## config.mk

```make
export PLATFORM = sky130hd
export DESIGN_NAME = bitty_fetch_unit_flat
export DESIGN_NICKNAME = d
export VERILOG_FILES = /design/src/rtl/bitty_pkg.sv /design/src/rtl/bitty_fetch_unit_if.sv /design/src/rtl/bitty_pc.sv /design/src/rtl/bitty_fetch_unit.sv /design/src/flat_wrapper.sv
export SDC_FILE = /design/constraint.sdc
export NUM_CORES = 1
export LEC_CHECK = 0
export CAP_MARGIN = 20
export CORE_AREA = 2 2 77 79
export DETAILED_ROUTE_END_ITERATION = 16
export DIE_AREA = 0 0 79 81
export PLACE_DENSITY = 0.87
export SETUP_SLACK_MARGIN = 0.15
export SLEW_MARGIN = 20
export SYNTH_ARGS = -nofsm -noshare
export SYNTH_HDL_FRONTEND = slang
export SYNTH_SLANG_ARGS = --single-unit
```

## constraint.sdc

```tcl
create_clock -name clk -period 1.6 [get_ports clk]
set_input_delay 0.32 -clock clk [delete_from_list [all_inputs] [get_ports clk]]
set_output_delay 0.32 -clock clk [all_outputs]
set_load 0.005 [all_outputs]
```

## src/rtl/bitty_pkg.sv

```systemverilog
// Shared types for the bitty fetch unit.
// Fetch FSM encoding and the default halt word.
package bitty_pkg;

  localparam logic [2:0] ST_IDLE   = 3'd0;
  localparam logic [2:0] ST_FETCH  = 3'd1;
  localparam logic [2:0] ST_WAIT   = 3'd2;
  localparam logic [2:0] ST_ISSUE  = 3'd3;
  localparam logic [2:0] ST_EXEC   = 3'd4;
  localparam logic [2:0] ST_MEM_RD = 3'd5;
  localparam logic [2:0] ST_HALTED = 3'd6;

  typedef enum logic [2:0] {
    S_IDLE   = ST_IDLE,
    S_FETCH  = ST_FETCH,
    S_WAIT   = ST_WAIT,
    S_ISSUE  = ST_ISSUE,
    S_EXEC   = ST_EXEC,
    S_MEM_RD = ST_MEM_RD,
    S_HALTED = ST_HALTED
  } fetch_state_e;

  localparam logic [15:0] HALT_INSN_DEF = 16'hFFFF;

  function automatic logic is_halt(
    input logic [15:0] insn,
    input logic [15:0] halt_word
  );
    return insn == halt_word;
  endfunction

endpackage

```

## src/rtl/bitty_fetch_unit_if.sv

```systemverilog
// Memory and core-side bus of the bitty fetch unit.
// master = fetch unit, slave = memories plus core.
interface bitty_fetch_unit_if #(
  parameter int ADDR_W = 8
);

  logic [ADDR_W-1:0] imem_addr;
  logic              imem_rd_en;
  logic [15:0]       imem_rdata;

  logic [ADDR_W-1:0] dmem_addr;
  logic              dmem_rd_en;
  logic              dmem_wr_en;
  logic [15:0]       dmem_wdata;
  logic [15:0]       dmem_rdata;

  logic              core_run;
  logic [15:0]       core_instruction;
  logic              core_done;
  logic              core_en_mem_inst;
  logic              core_en_mem_wr;
  logic [15:0]       core_memory_addr;
  logic [15:0]       core_data_to_mem;

  modport master (
    output imem_addr,
    output imem_rd_en,
    input  imem_rdata,
    output dmem_addr,
    output dmem_rd_en,
    output dmem_wr_en,
    output dmem_wdata,
    input  dmem_rdata,
    output core_run,
    output core_instruction,
    input  core_done,
    input  core_en_mem_inst,
    input  core_en_mem_wr,
    input  core_memory_addr,
    input  core_data_to_mem
  );

  modport slave (
    input  imem_addr,
    input  imem_rd_en,
    output imem_rdata,
    input  dmem_addr,
    input  dmem_rd_en,
    input  dmem_wr_en,
    input  dmem_wdata,
    output dmem_rdata,
    input  core_run,
    input  core_instruction,
    output core_done,
    output core_en_mem_inst,
    output core_en_mem_wr,
    output core_memory_addr,
    output core_data_to_mem
  );

endinterface

```

## src/rtl/bitty_pc.sv

```systemverilog
// Program counter for the bitty fetch unit.
// Load to the reset vector or increment, wrapping modulo 2^ADDR_W.
module bitty_pc #(
  parameter int              ADDR_W   = 8,
  parameter logic [ADDR_W-1:0] PC_RESET = '0
) (
  input  logic              clk,
  input  logic              reset,
  input  logic              i_load,
  input  logic              i_inc,
  output logic [ADDR_W-1:0] o_pc
);

  logic [ADDR_W-1:0] r_pc;

  always_ff @(posedge clk) begin
    if (reset || i_load) begin
      r_pc <= PC_RESET;
    end else if (i_inc) begin
      r_pc <= r_pc + ADDR_W'(1);
    end
  end

  assign o_pc = r_pc;

endmodule

```

## src/rtl/bitty_fetch_unit.sv

```systemverilog
// Fetch sequencer for bitty_core: fetches, issues, services
// core loads/stores and stops on the halt word.
module bitty_fetch_unit
  import bitty_pkg::*;
#(
  parameter int                ADDR_W    = 8,
  parameter logic [ADDR_W-1:0] PC_RESET  = '0,
  parameter logic [15:0]       HALT_INSN = HALT_INSN_DEF
) (
  input  logic                clk,
  input  logic                reset,
  input  logic                start,
  bitty_fetch_unit_if.master  bus,
  output logic [ADDR_W-1:0]   pc,
  output logic                halted
);

  fetch_state_e r_state;
  fetch_state_e w_next;

  logic [15:0] r_insn;
  logic        r_armed;

  logic w_pc_load;
  logic w_pc_inc;
  logic w_in_exec;
  logic w_mem_req;
  logic w_rd_go;
  logic w_wr_go;
  logic w_halt_word;

  bitty_pc #(
    .ADDR_W   (ADDR_W),
    .PC_RESET (PC_RESET)
  ) u_pc (
    .clk    (clk),
    .reset  (reset),
    .i_load (w_pc_load),
    .i_inc  (w_pc_inc),
    .o_pc   (pc)
  );

  assign w_halt_word = is_halt(bus.imem_rdata, HALT_INSN);
  assign w_in_exec   = (r_state == S_EXEC) && !reset;

  // core_done outranks any memory request seen in the same cycle
  assign w_mem_req = w_in_exec
                   && bus.core_en_mem_inst
                   && !bus.core_done;
  assign w_wr_go   = w_mem_req && bus.core_en_mem_wr;
  assign w_rd_go   = w_mem_req && !bus.core_en_mem_wr
                   && r_armed;

  always_comb begin
    w_next    = r_state;
    w_pc_load = 1'b0;
    w_pc_inc  = 1'b0;
    unique case (r_state)
      S_IDLE: begin
        if (start) w_next = S_FETCH;
      end
      S_FETCH: begin
        w_next = S_WAIT;
      end
      S_WAIT: begin
        if (w_halt_word) w_next = S_HALTED;
        else             w_next = S_ISSUE;
      end
      S_ISSUE: begin
        w_next = S_EXEC;
      end
      S_EXEC: begin
        if (bus.core_done) begin
          w_pc_inc = 1'b1;
          w_next   = S_FETCH;
        end else if (w_rd_go) begin
          w_next = S_MEM_RD;
        end
      end
      S_MEM_RD: begin
        w_next = S_EXEC;
      end
      S_HALTED: begin
        if (start) begin
          w_pc_load = 1'b1;
          w_next    = S_FETCH;
        end
      end
      default: begin
        w_next = S_IDLE;
      end
    endcase
  end

  always_ff @(posedge clk) begin
    if (reset) begin
      r_state <= S_IDLE;
      r_insn  <= '0;
      r_armed <= 1'b1;
    end else begin
      r_state <= w_next;
      if (r_state == S_WAIT && !w_halt_word) begin
        r_insn <= bus.imem_rdata;
      end
      if (r_state == S_MEM_RD) begin
        r_insn <= bus.dmem_rdata;
      end
      // one load per request: re-arm only after en_mem_inst drops
      if (w_rd_go) begin
        r_armed <= 1'b0;
      end else if (!bus.core_en_mem_inst) begin
        r_armed <= 1'b1;
      end
    end
  end

  assign bus.imem_addr  = pc;
  assign bus.imem_rd_en = (r_state == S_FETCH) && !reset;

  assign bus.dmem_addr  = bus.core_memory_addr[ADDR_W-1:0];
  assign bus.dmem_wdata = bus.core_data_to_mem;
  assign bus.dmem_rd_en = w_rd_go;
  assign bus.dmem_wr_en = w_wr_go;

  assign bus.core_run         = (r_state == S_ISSUE) && !reset;
  assign bus.core_instruction = r_insn;

  assign halted = (r_state == S_HALTED);

endmodule

```

## src/flat_wrapper.sv

```systemverilog
// flat-port wrapper written by rule: the top's interface ports become plain ports
module bitty_fetch_unit_flat import bitty_pkg::*;
#(
  parameter int                ADDR_W    = 8,
  parameter logic [ADDR_W-1:0] PC_RESET  = '0,
  parameter logic [15:0]       HALT_INSN = HALT_INSN_DEF
)
  (clk, reset, start, pc, halted, bus_imem_addr, bus_imem_rd_en, bus_imem_rdata, bus_dmem_addr, bus_dmem_rd_en, bus_dmem_wr_en, bus_dmem_wdata, bus_dmem_rdata, bus_core_run, bus_core_instruction, bus_core_done, bus_core_en_mem_inst, bus_core_en_mem_wr, bus_core_memory_addr, bus_core_data_to_mem);
  bitty_fetch_unit_if #(.ADDR_W(ADDR_W)) bus_i ();
  input  logic clk;
  input  logic reset;
  input  logic start;
  output logic [ADDR_W-1:0] pc;
  output logic halted;
  output wire logic [$bits(bus_i.imem_addr)-1:0] bus_imem_addr;
  output wire logic [$bits(bus_i.imem_rd_en)-1:0] bus_imem_rd_en;
  input wire logic [$bits(bus_i.imem_rdata)-1:0] bus_imem_rdata;
  output wire logic [$bits(bus_i.dmem_addr)-1:0] bus_dmem_addr;
  output wire logic [$bits(bus_i.dmem_rd_en)-1:0] bus_dmem_rd_en;
  output wire logic [$bits(bus_i.dmem_wr_en)-1:0] bus_dmem_wr_en;
  output wire logic [$bits(bus_i.dmem_wdata)-1:0] bus_dmem_wdata;
  input wire logic [$bits(bus_i.dmem_rdata)-1:0] bus_dmem_rdata;
  output wire logic [$bits(bus_i.core_run)-1:0] bus_core_run;
  output wire logic [$bits(bus_i.core_instruction)-1:0] bus_core_instruction;
  input wire logic [$bits(bus_i.core_done)-1:0] bus_core_done;
  input wire logic [$bits(bus_i.core_en_mem_inst)-1:0] bus_core_en_mem_inst;
  input wire logic [$bits(bus_i.core_en_mem_wr)-1:0] bus_core_en_mem_wr;
  input wire logic [$bits(bus_i.core_memory_addr)-1:0] bus_core_memory_addr;
  input wire logic [$bits(bus_i.core_data_to_mem)-1:0] bus_core_data_to_mem;
  assign bus_imem_addr = bus_i.imem_addr;
  assign bus_imem_rd_en = bus_i.imem_rd_en;
  assign bus_i.imem_rdata = bus_imem_rdata;
  assign bus_dmem_addr = bus_i.dmem_addr;
  assign bus_dmem_rd_en = bus_i.dmem_rd_en;
  assign bus_dmem_wr_en = bus_i.dmem_wr_en;
  assign bus_dmem_wdata = bus_i.dmem_wdata;
  assign bus_i.dmem_rdata = bus_dmem_rdata;
  assign bus_core_run = bus_i.core_run;
  assign bus_core_instruction = bus_i.core_instruction;
  assign bus_i.core_done = bus_core_done;
  assign bus_i.core_en_mem_inst = bus_core_en_mem_inst;
  assign bus_i.core_en_mem_wr = bus_core_en_mem_wr;
  assign bus_i.core_memory_addr = bus_core_memory_addr;
  assign bus_i.core_data_to_mem = bus_core_data_to_mem;
  bitty_fetch_unit #(.ADDR_W(ADDR_W), .PC_RESET(PC_RESET), .HALT_INSN(HALT_INSN)) u_core (.clk(clk), .reset(reset), .start(start), .bus(bus_i), .pc(pc), .halted(halted));
endmodule
```

# Yosys cells after proc, flatten, opt, wreduce, memory -nomap -nowiden
# Index checks and enable logic that the tools add are counted.
# op_classes
div_mod_pow	0
n_mux	13
n_addsub	1
n_lt_le_gt_ge	0
mul	0
reduce_logical	19
n_shift	0
n_eq_ne	10
bitwise	0
# ops
operator	count
16-bit 2-to-1 mux	2
16-bit equality test, second input constant	1
3-bit case mux with 5 select lines	1
3-bit 2-to-1 mux	4
3-bit equality test, second input constant	3
1-bit logical AND	9
8-bit by 1-bit adder with 8-bit output, second input constant	1
3-bit by 2-bit equality test with 1-bit output, second input constant	2
1-bit 2-to-1 mux	6
1-bit zero test	4
2-bit OR reduction	2
3-bit by 1-bit equality test with 1-bit output, second input constant	1
3-bit zero test	1
3-bit inequality test, second input constant	1
2-bit by 1-bit inequality test with 1-bit output, second input constant	1
2-bit inequality test, second input constant	1
2-bit AND reduction	1
2-bit nonzero test	1
1-bit logical OR	1
# totals
wordCells	47
latch_bits	0
mem_count	0
mem_bits_rw	0
romBits	0
inputBits	70
reg_bits	28

# Logic depth before layout (Yosys ltp)
# Gate-level depths: netlist of run 1.
# depth
ltp_word	9
depth_mapped	7
depth_no_buf	4

# By module
# A second synthesis of run 1 with hierarchy kept.
# unflattened
hier_cells	206
area_unflattened_um2	1699.1
# modules_own_cells
module	cells_per_inst	n_inst	area_per_inst_um2
bitty_fetch_unit	168	1	1353.8
bitty_pc	38	1	345.3

# Worst setup path after synthesis of run 1
# Ideal clock, no wire load.
# synth_path
path_kind	register to register
from	reg u_core.r_state[2]
to	reg u_core.r_insn[11], in the netlist u_core.bus.core_instruction[11]
path_slack_ns	0.131
synth_period_minus_slack_ns	1.469
stages_incl_launch_ff	8
arrival_time_ns	1.354
path_buffers	3
path_cell_list	dfxtp_1 -> buf_6 -> or3b_1 -> buf_6 -> buf_2 -> o22ai_1 -> nor2_1 -> o21a_1
# synth_between
elab_chain_cells	3
word_cells_on_any_way	5
classes_between	2 x eq/ne; 1 x mux; 2 x reduce/logical
# synth_rtl
element	line	text
from (decl)	bitty_fetch_unit.sv:18	fetch_state_e r_state;
from (signal assigned)	bitty_fetch_unit.sv:101	r_state <= w_next;
3-bit by 2-bit equality test with 1-bit output	bitty_fetch_unit.sv:102	if (r_state == S_WAIT && !w_halt_word) begin
1-bit logical AND	bitty_fetch_unit.sv:102	
2-bit nonzero test (no line)	-	
to (signal assigned)	bitty_fetch_unit.sv:103	r_insn <= bus.imem_rdata;
to (signal assigned)	bitty_fetch_unit.sv:106	r_insn <= bus.dmem_rdata;
to (decl)	bitty_fetch_unit.sv:21	logic [15:0] r_insn;
# Parallel ways exist; a longest one is shown, timed or not.
# A chain may end at the register's enable or synchronous reset.

# Worst setup path in the final report of run 1
# layout_path
from	reg u_core.r_state[1]
to	out bus_dmem_wr_en
# layout_between
elab_chain_cells	5
# layout_rtl
element	line	text
3-bit equality test	bitty_fetch_unit.sv:44	assign w_in_exec = (r_state == S_EXEC) && !reset;
1-bit logical AND	bitty_fetch_unit.sv:44	
1-bit logical AND	bitty_fetch_unit.sv:48	&& bus.core_en_mem_inst
1-bit logical AND	bitty_fetch_unit.sv:49	&& !bus.core_done;
1-bit logical AND	bitty_fetch_unit.sv:50	assign w_wr_go = w_mem_req && bus.core_en_mem_wr;
to (decl)	flat_wrapper.sv:20	output wire logic [$bits(bus_i.dmem_wr_en)-1:0] bus_dmem_wr_en;
# Every way passes these cells.

==> out/metrics.cfg, run 1 <==
[global_route]
grt_use_total_pct=15.4
grt_remaining_overflow=0
antenna_found_initial=0
grt_max_degree=21
grt_pass1_vias=1751
grt_pass1_wl_mm=7.96

[synth]
ys_seq_elements=28
synth_top_area_cell=dfxtp_1
ys_seq_area_share_pct=35.6
synthCells=182
synth_top_area_share_pct=35.6
ys.warnings.count=0
syn-mean-instance-area_um2=8.65
synth-async-reset-ratio_pct=0
synth_cell_types=35
synth_edf_count=0
synthesis.area_um2=1570
synthTopCellsByCount=buf_4, dfxtp_1, nor2_1, o21a_1, o22ai_1
synth.area.top_cells=dfxtp_1, buf_4, o21a_1
synthFlopType=dfxtp_1
yosysMostFrequentCell=buf_4
syn_nets=253

[clock_network]
clock_latency_ns=0.27
root_buffer=clkbuf_8
cts_tree=done
postCtsHoldBufs=0
numCtsBuffers=3
cts_htree_levels=1
cts_buffer_depth=2
clk_pin_slew_worst_paths_ns=0.10
cts_sinks=28

[drt]
postRouteWirelength_mm=5.10
drtAntennaViolNets=0
viasPerCell=4.86
drt_pass1_iterations=4
drc=0
drt_iter0_markers=30
post_drt_wl_per_cell_um=14.4
num_vias=1720

[die]
core_um2=5680
ios=131
start_util_pct=27.7
die_area_um2=6400
chipHeight_um=81
fp.dieW_um=79
fp-row-count=28

[critical_path]
worst_setup_path_end_kind=output port
cp_data_arrival_time_ns=1.34
crit_required_ns=1.28
critPathKind=reg2out
critPathLaunchType=flop
cp_max_fo=4

[final_layout]
area_growth_pct=87.7
layout.nets=351
drive_above_1_share_pct=42.3
antennaDiodeCount=0

[flow_run]
drv_cap=0

[outcome]
violations=setup timing
status=complete, but fails checks

[timing]
setup_ws_ns=-0.0571
finClkSkew_ns=0.00183
tns_ns=-0.422
relSlewSlack_pct=82.4
setup_viol=15
clock.fmax_ghz=0.603
timing.final.crit_share_pct=104
worstMarginPinSlew_ns=0.264
rsz0062_at_grt=true
min_period_ns=1.66
finalMaxSlewViolations=0
finalHoldViolCount=0

[pwr]
leakagePower_nw=1.60
peakVddDrop_mv=0.636
pwr_density_cell_nw_per_um2=935

[place]
pre_cts_ws_ns=-0.473
dp.final_hpwl_mm=3.18
io_buffers=74
gp_congestion=0.820

[worst_hold_path]
hold_class=reg2reg

[layout by cell type (no fill, tap or decap), drive strengths merged, types with 6 or more instances in the layout]
cell type      count
buf               66
clkdlybuf4s50     24
dfxtp             28
dlygate4sd2       25
dlymetal6s2s      20
nand4              8
nor2              28
o21a              16
o22ai             16
xor2               6
[layout make-up]
class / count / area (µm²)
Tap cell: 75 / 93.8
Clock inverter: 1 / 30.0
Clock buffer: 3 / 41.3
Multi-Input combinational cell: 111 / 861
Sequential cell: 28 / 607
Inverter: 1 / 3.75
Timing Repair Buffer: 135 / 1320
Fill cell: 551 / 2720
[power breakdown]
group          total (mW)  switching (mW)  internal (mW)
Sequential          0.924          0.0836          0.840
Combinational        1.27           0.473          0.793
Clock               0.571           0.236          0.335
Total                2.76           0.793           1.97
[logic make-up (layout without fill, tap and decap cells)]
logic type | Yosys count | after routing | share of synthesized area [%]
compound gates | 41 | 41 | 18.7
xor+xnor | 7 | 7 | 3.90
fa+ha+maj | 1 | 1 | 0.795
buf+inv | 43 | 140 | 19.7
flops | 28 | 28 | 35.6
mux | 1 | 1 | 0.636
simple gates | 61 | 61 | 20.7
[path summary, 6_finish.rpt]
check	start	to	slack, ns	depth (start not counted)
min reg2reg	u_core.bus.core_instruction[2]$_SDFFE_PP0P_	u_core.bus.core_instruction[2]$_SDFFE_PP0P_	0.47	1
max reg2reg	u_core.r_state[1]$_SDFFE_PP0P_	u_core.bus.core_instruction[15]$_SDFFE_PP0P_	-0.04	7
min	u_core.bus.core_instruction[2]$_SDFFE_PP0P_	u_core.bus.core_instruction[2]$_SDFFE_PP0P_	0.47	1
max	u_core.r_state[1]$_SDFFE_PP0P_	bus_dmem_wr_en	-0.06	4
[routing by layer]
layer  wire length [µm]  track usage (%)  share of wire, %  up-vias
met3                402             3.78               7.9       14
met4                 83             4.83               1.6        0
met2               2640             30.3                52       83
li1                   -                -                 -      807
met1               1980             16.0                39      816
met5                  0                0                 0        -
[registers in the layout, summed over array words and instances (netlist names)]
name	count
u_core.r_state	3
u_core.bus.core_instruction	16
u_core.u_pc.o_pc	8
u_core.r_armed	1
[what timing repair did]
item                                    4_1_cts  5_1_grt
gates cloned                                  2        0
setup buffers                                23        8
endpoints found under the setup margin       62       49
gates resized for setup                     105       35
pin swaps                                    22       17
[critical path, stage by stage (launching register included)]
cell	delay, ns
dfxtp_4	0.37
buf_6	0.12
nor4b_4	0.28
and3_1	0.19
buf_2	0.11
[through the flow]
| stage | utilization [%] | power, mW | cells | area [µm²] | hold slack, ns |
|---|---|---|---|---|---|
| 2_1_floorplan | - | 1.37 | 182 | 1580 | 0.419 |
| 3_3_place_gp | 40.7 | 1.76 | 317 | 2310 | 0.446 |
| 3_5_place_dp | 40.7 | 1.78 | 317 | 2310 | 0.454 |
| 4_1_cts | 48.8 | 2.71 | 346 | 2770 | 0.445 |
| 5_1_grt | 52.1 | 2.92 | 354 | 2950 | 0.487 |
| 6_report | 52.1 | 2.76 | 354 | 2950 | 0.465 |
Power figures use the tool's default switching activity.
==> run 2, diff against run 1 <==
==> constraint.sdc (replaced) <==
create_clock -name clk -period 1.6 [get_ports clk]
set_input_delay 0.24 -clock clk [delete_from_list [all_inputs] [get_ports clk]]
set_output_delay 0.24 -clock clk [all_outputs]
set_load 0.005 [all_outputs]
==> run 2 against run 1 <==
The flow now finishes without violations; combinational power hardly changed; sequential cell count is the same; register-to-register slack better by 0.07 ns; die area did not move; count of clock-buffer cells in the layout is 1 higher; maximum frequency rose by 5.0%; critical path type unchanged; critical endpoint is now bus_dmem_rd_en.
==> out/metrics.cfg, run 2 (same netlist as run 1, synthesis figures left out) <==
[drt]
post_drt_wl_per_cell_um=14.5
postRouteWirelength_mm=4.80
drt_pass1_iterations=4
num_vias=1583
drtAntennaViolNets=0
viasPerCell=4.80
drc=0
drt_iter0_markers=24

[critical_path]
rr_endpoint=u_core.bus.core_instruction[0]$_SDFFE_PP0P_
path_buf_inv=2
critPathLaunchType=flop
crit_chain=buf_6 > or3_4 > nor2_1 > buf_2
cp_data_arrival_time_ns=1.34
worst_setup_path_end_kind=output port
r2r-start=u_core.r_state[1]$_SDFFE_PP0P_
rr_worst_depth=7
cp_slowest_cell=dfxtp_4
cp_max_fo=3
critPathKind=reg2out
critPathTopFamily=simple AND/OR/NAND/NOR gates
crit_required_ns=1.36
r2r_setup_slack_ns=0.03
cpPeakStageDelay_ns=0.37

[final_layout]
largest_register_ffs=16
layoutNonFillerInstCount=330
final_common_cell=clkdlybuf4s50_1
area_growth_pct=76.6
design_area_um2=2780
drive_above_1_share_pct=35.7
layout.nets=327
fillers=542
layout_common_cells=clkdlybuf4s50_1, nor2_1, buf_4
antennaDiodeCount=0

[timing]
relSlewSlack_pct=83.4
setup_viol=0
timing.final.crit_share_pct=98.6
finalHoldViolCount=0
finClkSkew_ns=0.00523
rsz0062_at_grt=true
clock.fmax_ghz=0.634
fin_hold_ws_ns=0.323
min_period_ns=1.58
finalMaxSlewViolations=0
worstMarginPinSlew_ns=0.249
setup_ws_ns=0.0225

[die]
core_um2=5680
ios=131
die_area_um2=6400
fp.dieW_um=79
start_util_pct=27.7
fp-row-count=28
chipHeight_um=81

[clock_network]
numCtsBuffers=3
cts_buffer_depth=2
root_buffer=clkbuf_8
cts_tree=done
cts_sinks=28
clock_latency_ns=0.28
clk_pin_slew_worst_paths_ns=0.10
cts_htree_levels=1

[global_route]
grt_remaining_overflow=0
grt_pass1_wl_mm=7.17
grt_use_total_pct=13.8
grt_max_degree=21
grt_pass1_vias=1674
antenna_found_initial=0

[place]
gp_congestion=0.828
pre_cts_ws_ns=-0.324
dp.cells=312
placed_area_um2=2290
dp.final_hpwl_mm=3.22
io_buffers=74

[pwr]
pwr-share-comb_pct=47.7
seq_power_share_pct=34.9
p_clk_share_pct=17.4
pwr_density_cell_nw_per_um2=941
leakagePower_nw=1.08
power_mw=2.62
switching_share_pct=30.4
intPower_mw=1.82
p_sw_mw=0.795
peakVddDrop_mv=0.512

[worst_hold_path]
hold_end=u_core.r_armed$_SDFFE_PP1P_
hold_class=in2reg
min_from=reset
worstHoldPathCells=3

[outcome]
status=finished clean

[flow_run]
drv_cap=0

[run 2: cell types whose count changed in the layout (fill, tap and decap cells not counted), moves of 12 or more]
cell             previous run  this run
dfxtp_2                    16         4
buf_4                      42        20
dfxtp_1                     5        17
dlygate4sd2_1              25         1
clkdlybuf4s50_1            24        65
dlymetal6s2s_1             20         3
[run 2: how the worst max path moves through the flow]
stage	startpoint	to	slack (ns)	cells after the start
after global placement	bus_core_done	bus_dmem_rd_en	-0.31	4
after CTS	u_core.r_state[1]$_SDFFE_PP0P_	bus_dmem_rd_en	0.009	4
after floorplan	u_core.r_state[2]$_SDFFE_PP0P_	u_core.bus.core_instruction[0]$_SDFFE_PP0P_	0.16	6
after global routing	u_core.r_state[0]$_SDFFE_PP0P_	u_core.u_pc.o_pc[7]$_SDFFE_PP0P_	-0.06	7
final	u_core.r_state[0]$_SDFFE_PP0P_	bus_dmem_rd_en	0.02	4
after detailed placement	bus_core_done	bus_dmem_rd_en	-0.32	4
[run 2: metal layers]
metal | vias to the layer above | GRT usage, % | routed length (µm)
met5 | - | 0 | 0
met4 | 0 | 4.31 | 50
met3 | 10 | 4.67 | 426
met2 | 77 | 26.2 | 2460
met1 | 738 | 14.3 | 1860
li1 | 758 | - | -
[run 2: cell type report]
type | instances | area (µm²) | share of cell area (%)
repair buffers | 111 | 1100 | 39.7
clock buffers | 4 | 55.1 | 1.98
multi-input cells | 111 | 931 | 33.5
flip-flops and latches | 28 | 592 | 21.3
inverters | 1 | 3.75 | 0.135
well taps | 75 | 93.8 | 3.38
[run 2: timing repair]
item                                    4_1_cts  5_1_grt
gates resized for setup                      56       41
hold buffers                                  0        0
setup buffers                                10        3
hold endpoints to repair                      0        0
pin swaps                                    10       41
endpoints found under the setup margin       40       40
cloned                                        0        1
[run 2: metrics by stage]
step           utilization, %  setup TNS, ns
2_1_floorplan               -              0
3_3_place_gp             40.3          -4.02
3_5_place_dp             40.3          -4.97
4_1_cts                  44.6              0
5_1_grt                  49.0         -0.316
6_report                 49.0              0
[run 2: power by group through the flow]
| stage | Combinational [mW] | Sequential, mW | Clock [mW] |
|---|---|---|---|
| 2_1_floorplan | 0.457 | 0.909 | 0 |
| 3_3_place_gp | 0.838 | 0.916 | 0 |
| 3_5_place_dp | 0.855 | 0.923 | 0 |
| 4_1_cts | 1.07 | 0.912 | 0.479 |
| 5_1_grt | 1.34 | 0.928 | 0.501 |
| 6_report | 1.25 | 0.912 | 0.455 |
[run 2: worst min-delay path, stage by stage]
cell and delay (ns):
dlymetal6s2s_1 0.18, nor2b_1 0.09, nand2_1 0.06
==> run 3, diff against run 2 <==
--- a/config.mk
+++ b/config.mk
@@ -9,7 +9,8 @@
 export CORE_AREA = 2 2 77 79
 export DETAILED_ROUTE_END_ITERATION = 16
 export DIE_AREA = 0 0 79 81
-export PLACE_DENSITY = 0.87
+export GPL_ROUTABILITY_DRIVEN = 1
+export PLACE_DENSITY = 0.71
 export SETUP_SLACK_MARGIN = 0.15
 export SLEW_MARGIN = 20
 export SYNTH_ARGS = -nofsm -noshare
==> run 3 against run 2 <==
The flow now finishes with violations (setup timing); sequential power is essentially flat; core utilization is 1.1 points higher; wire length down 3.6%; power up 4.3%; die area is the same; worst hold slack better by 0.15 ns; first-iteration DRC count grew 33%; via count shrank 0.95%; maximum frequency is 3.9% lower; count of clock-buffer cells in the layout down 1; critical path depth increased by 4; largest power group unchanged.
==> out/metrics.cfg, run 3 (same netlist as run 1, synthesis figures left out) <==
[final_layout]
layout.nets=335
layoutNonFillerInstCount=338
drive_above_1_share_pct=36.9
antennaDiodeCount=0
area_growth_pct=80.6
final_common_cell=clkdlybuf4s50_1
layout_common_cells=clkdlybuf4s50_1, nor2_1, buf_4
largest_register_ffs=16
design_area_um2=2840

[critical_path]
critPathKind=reg2reg
cp_max_fo=3
cp_data_arrival_time_ns=1.80
worst_setup_path_end_kind=flop
crit_required_ns=1.76
critPathLaunchType=flop

[pwr]
leakagePower_nw=1.17
peakVddDrop_mv=0.562
pwr_density_cell_nw_per_um2=959
power_mw=2.73

[timing]
timing.final.crit_share_pct=103
min_period_ns=1.64
finalHoldViolCount=0
finalMaxSlewViolations=0
clock.fmax_ghz=0.609
tns_ns=-0.0414
worstMarginPinSlew_ns=0.265
setup_viol=1
rsz0062_at_grt=true
relSlewSlack_pct=82.3
finClkSkew_ns=0.00581
setup_ws_ns=-0.0414

[drt]
num_vias=1568
post_drt_wl_per_cell_um=13.7
viasPerCell=4.64
drtAntennaViolNets=0
drt_iter0_markers=32
postRouteWirelength_mm=4.62
drt_pass1_iterations=3
drc=0

[global_route]
grt_use_total_pct=13.5
antenna_found_initial=0
grt_pass1_wl_mm=6.82
grt_remaining_overflow=0
grt_max_degree=21
grt_pass1_vias=1455

[flow_run]
drv_cap=0

[worst_hold_path]
hold_class=reg2reg

[clock_network]
cts_tree=done
cts_htree_levels=1
numCtsBuffers=3
postCtsHoldBufs=0
clock_latency_ns=0.27
root_buffer=clkbuf_8
cts_buffer_depth=2
clk_pin_slew_worst_paths_ns=0.10
cts_sinks=28

[place]
dp.final_hpwl_mm=3.01
dp.cells=311
gp_congestion=0.772
placed_area_um2=2280
io_buffers=74
pre_cts_ws_ns=-0.320

[die]
fp-row-count=28
die_area_um2=6400
start_util_pct=27.7
ios=131
chipHeight_um=81
core_um2=5680
fp.dieW_um=79

[outcome]
status=complete, but fails checks
violations=setup timing

-- run 3: timing repair --
action / CTS / global route
hold endpoints to repair: 0 / 0
setup endpoints to repair: 36 / 49
pin swaps: 15 / 14
buffers inserted: 10 / 10
gates resized for setup: 68 / 39
cloned: 1 / 2
-- run 3: power breakdown --
part           internal [mW]  switching [mW]  leakage (nW)  total, mW
sequential             0.827          0.0887         0.237      0.915
clock                  0.335           0.225        0.0357      0.560
combinational          0.793           0.459         0.896       1.25
-- run 3: worst paths after layout --
path | start | endpoint | slack, ns | cells past startpoint
setup reg to reg | u_core.r_state[2]$_SDFFE_PP0P_ | u_core.r_state[2]$_SDFFE_PP0P_ | -0.04 | 8
hold / removal | u_core.bus.core_instruction[12]$_SDFFE_PP0P_ | u_core.bus.core_instruction[12]$_SDFFE_PP0P_ | 0.47 | 1
hold reg to reg | u_core.bus.core_instruction[12]$_SDFFE_PP0P_ | u_core.bus.core_instruction[12]$_SDFFE_PP0P_ | 0.47 | 1
setup / recovery | u_core.r_state[2]$_SDFFE_PP0P_ | u_core.r_state[2]$_SDFFE_PP0P_ | -0.04 | 8
-- run 3: stage by stage --
stage / hold WS (ns) / util [%]
after global routing: 0.480 / 50.1
final: 0.470 / 50.1
after global placement: 0.446 / 40.2
after floorplan: 0.339 / -
after detailed placement: 0.454 / 40.2
after CTS: 0.449 / 45.4
-- run 3: worst max-delay path: stages (launching register included) --
cell      delay (ns)
dfxtp_4         0.38
nor4b_4         0.14
buf_4           0.14
buf_6           0.10
buf_6           0.10
buf_6           0.10
a32o_2          0.25
a311oi_2        0.23
a221oi_2        0.09
-- run 3: final cells by class --
class,instances,area [µm²]
flip-flops and latches,28,597
fillers,554,2830
clock inverters,1,30.0
well taps,75,93.8
inverters,1,3.75
clock buffers,3,41.3
multi-input cells,111,880
repair buffers,119,1200
-- run 3: routing by layer --
| metal | GRT usage, % | part of all wire (%) | wire, µm | up-vias |
|---|---|---|---|---|
| li1 | - | - | - | 775 |
| met1 | 15.3 | 40 | 1870 | 711 |
| met2 | 23.8 | 49 | 2260 | 68 |
| met3 | 4.22 | 8.7 | 401 | 14 |
| met4 | 5.17 | 2.1 | 95 | 0 |
| met5 | 0 | 0 | 0 | - |
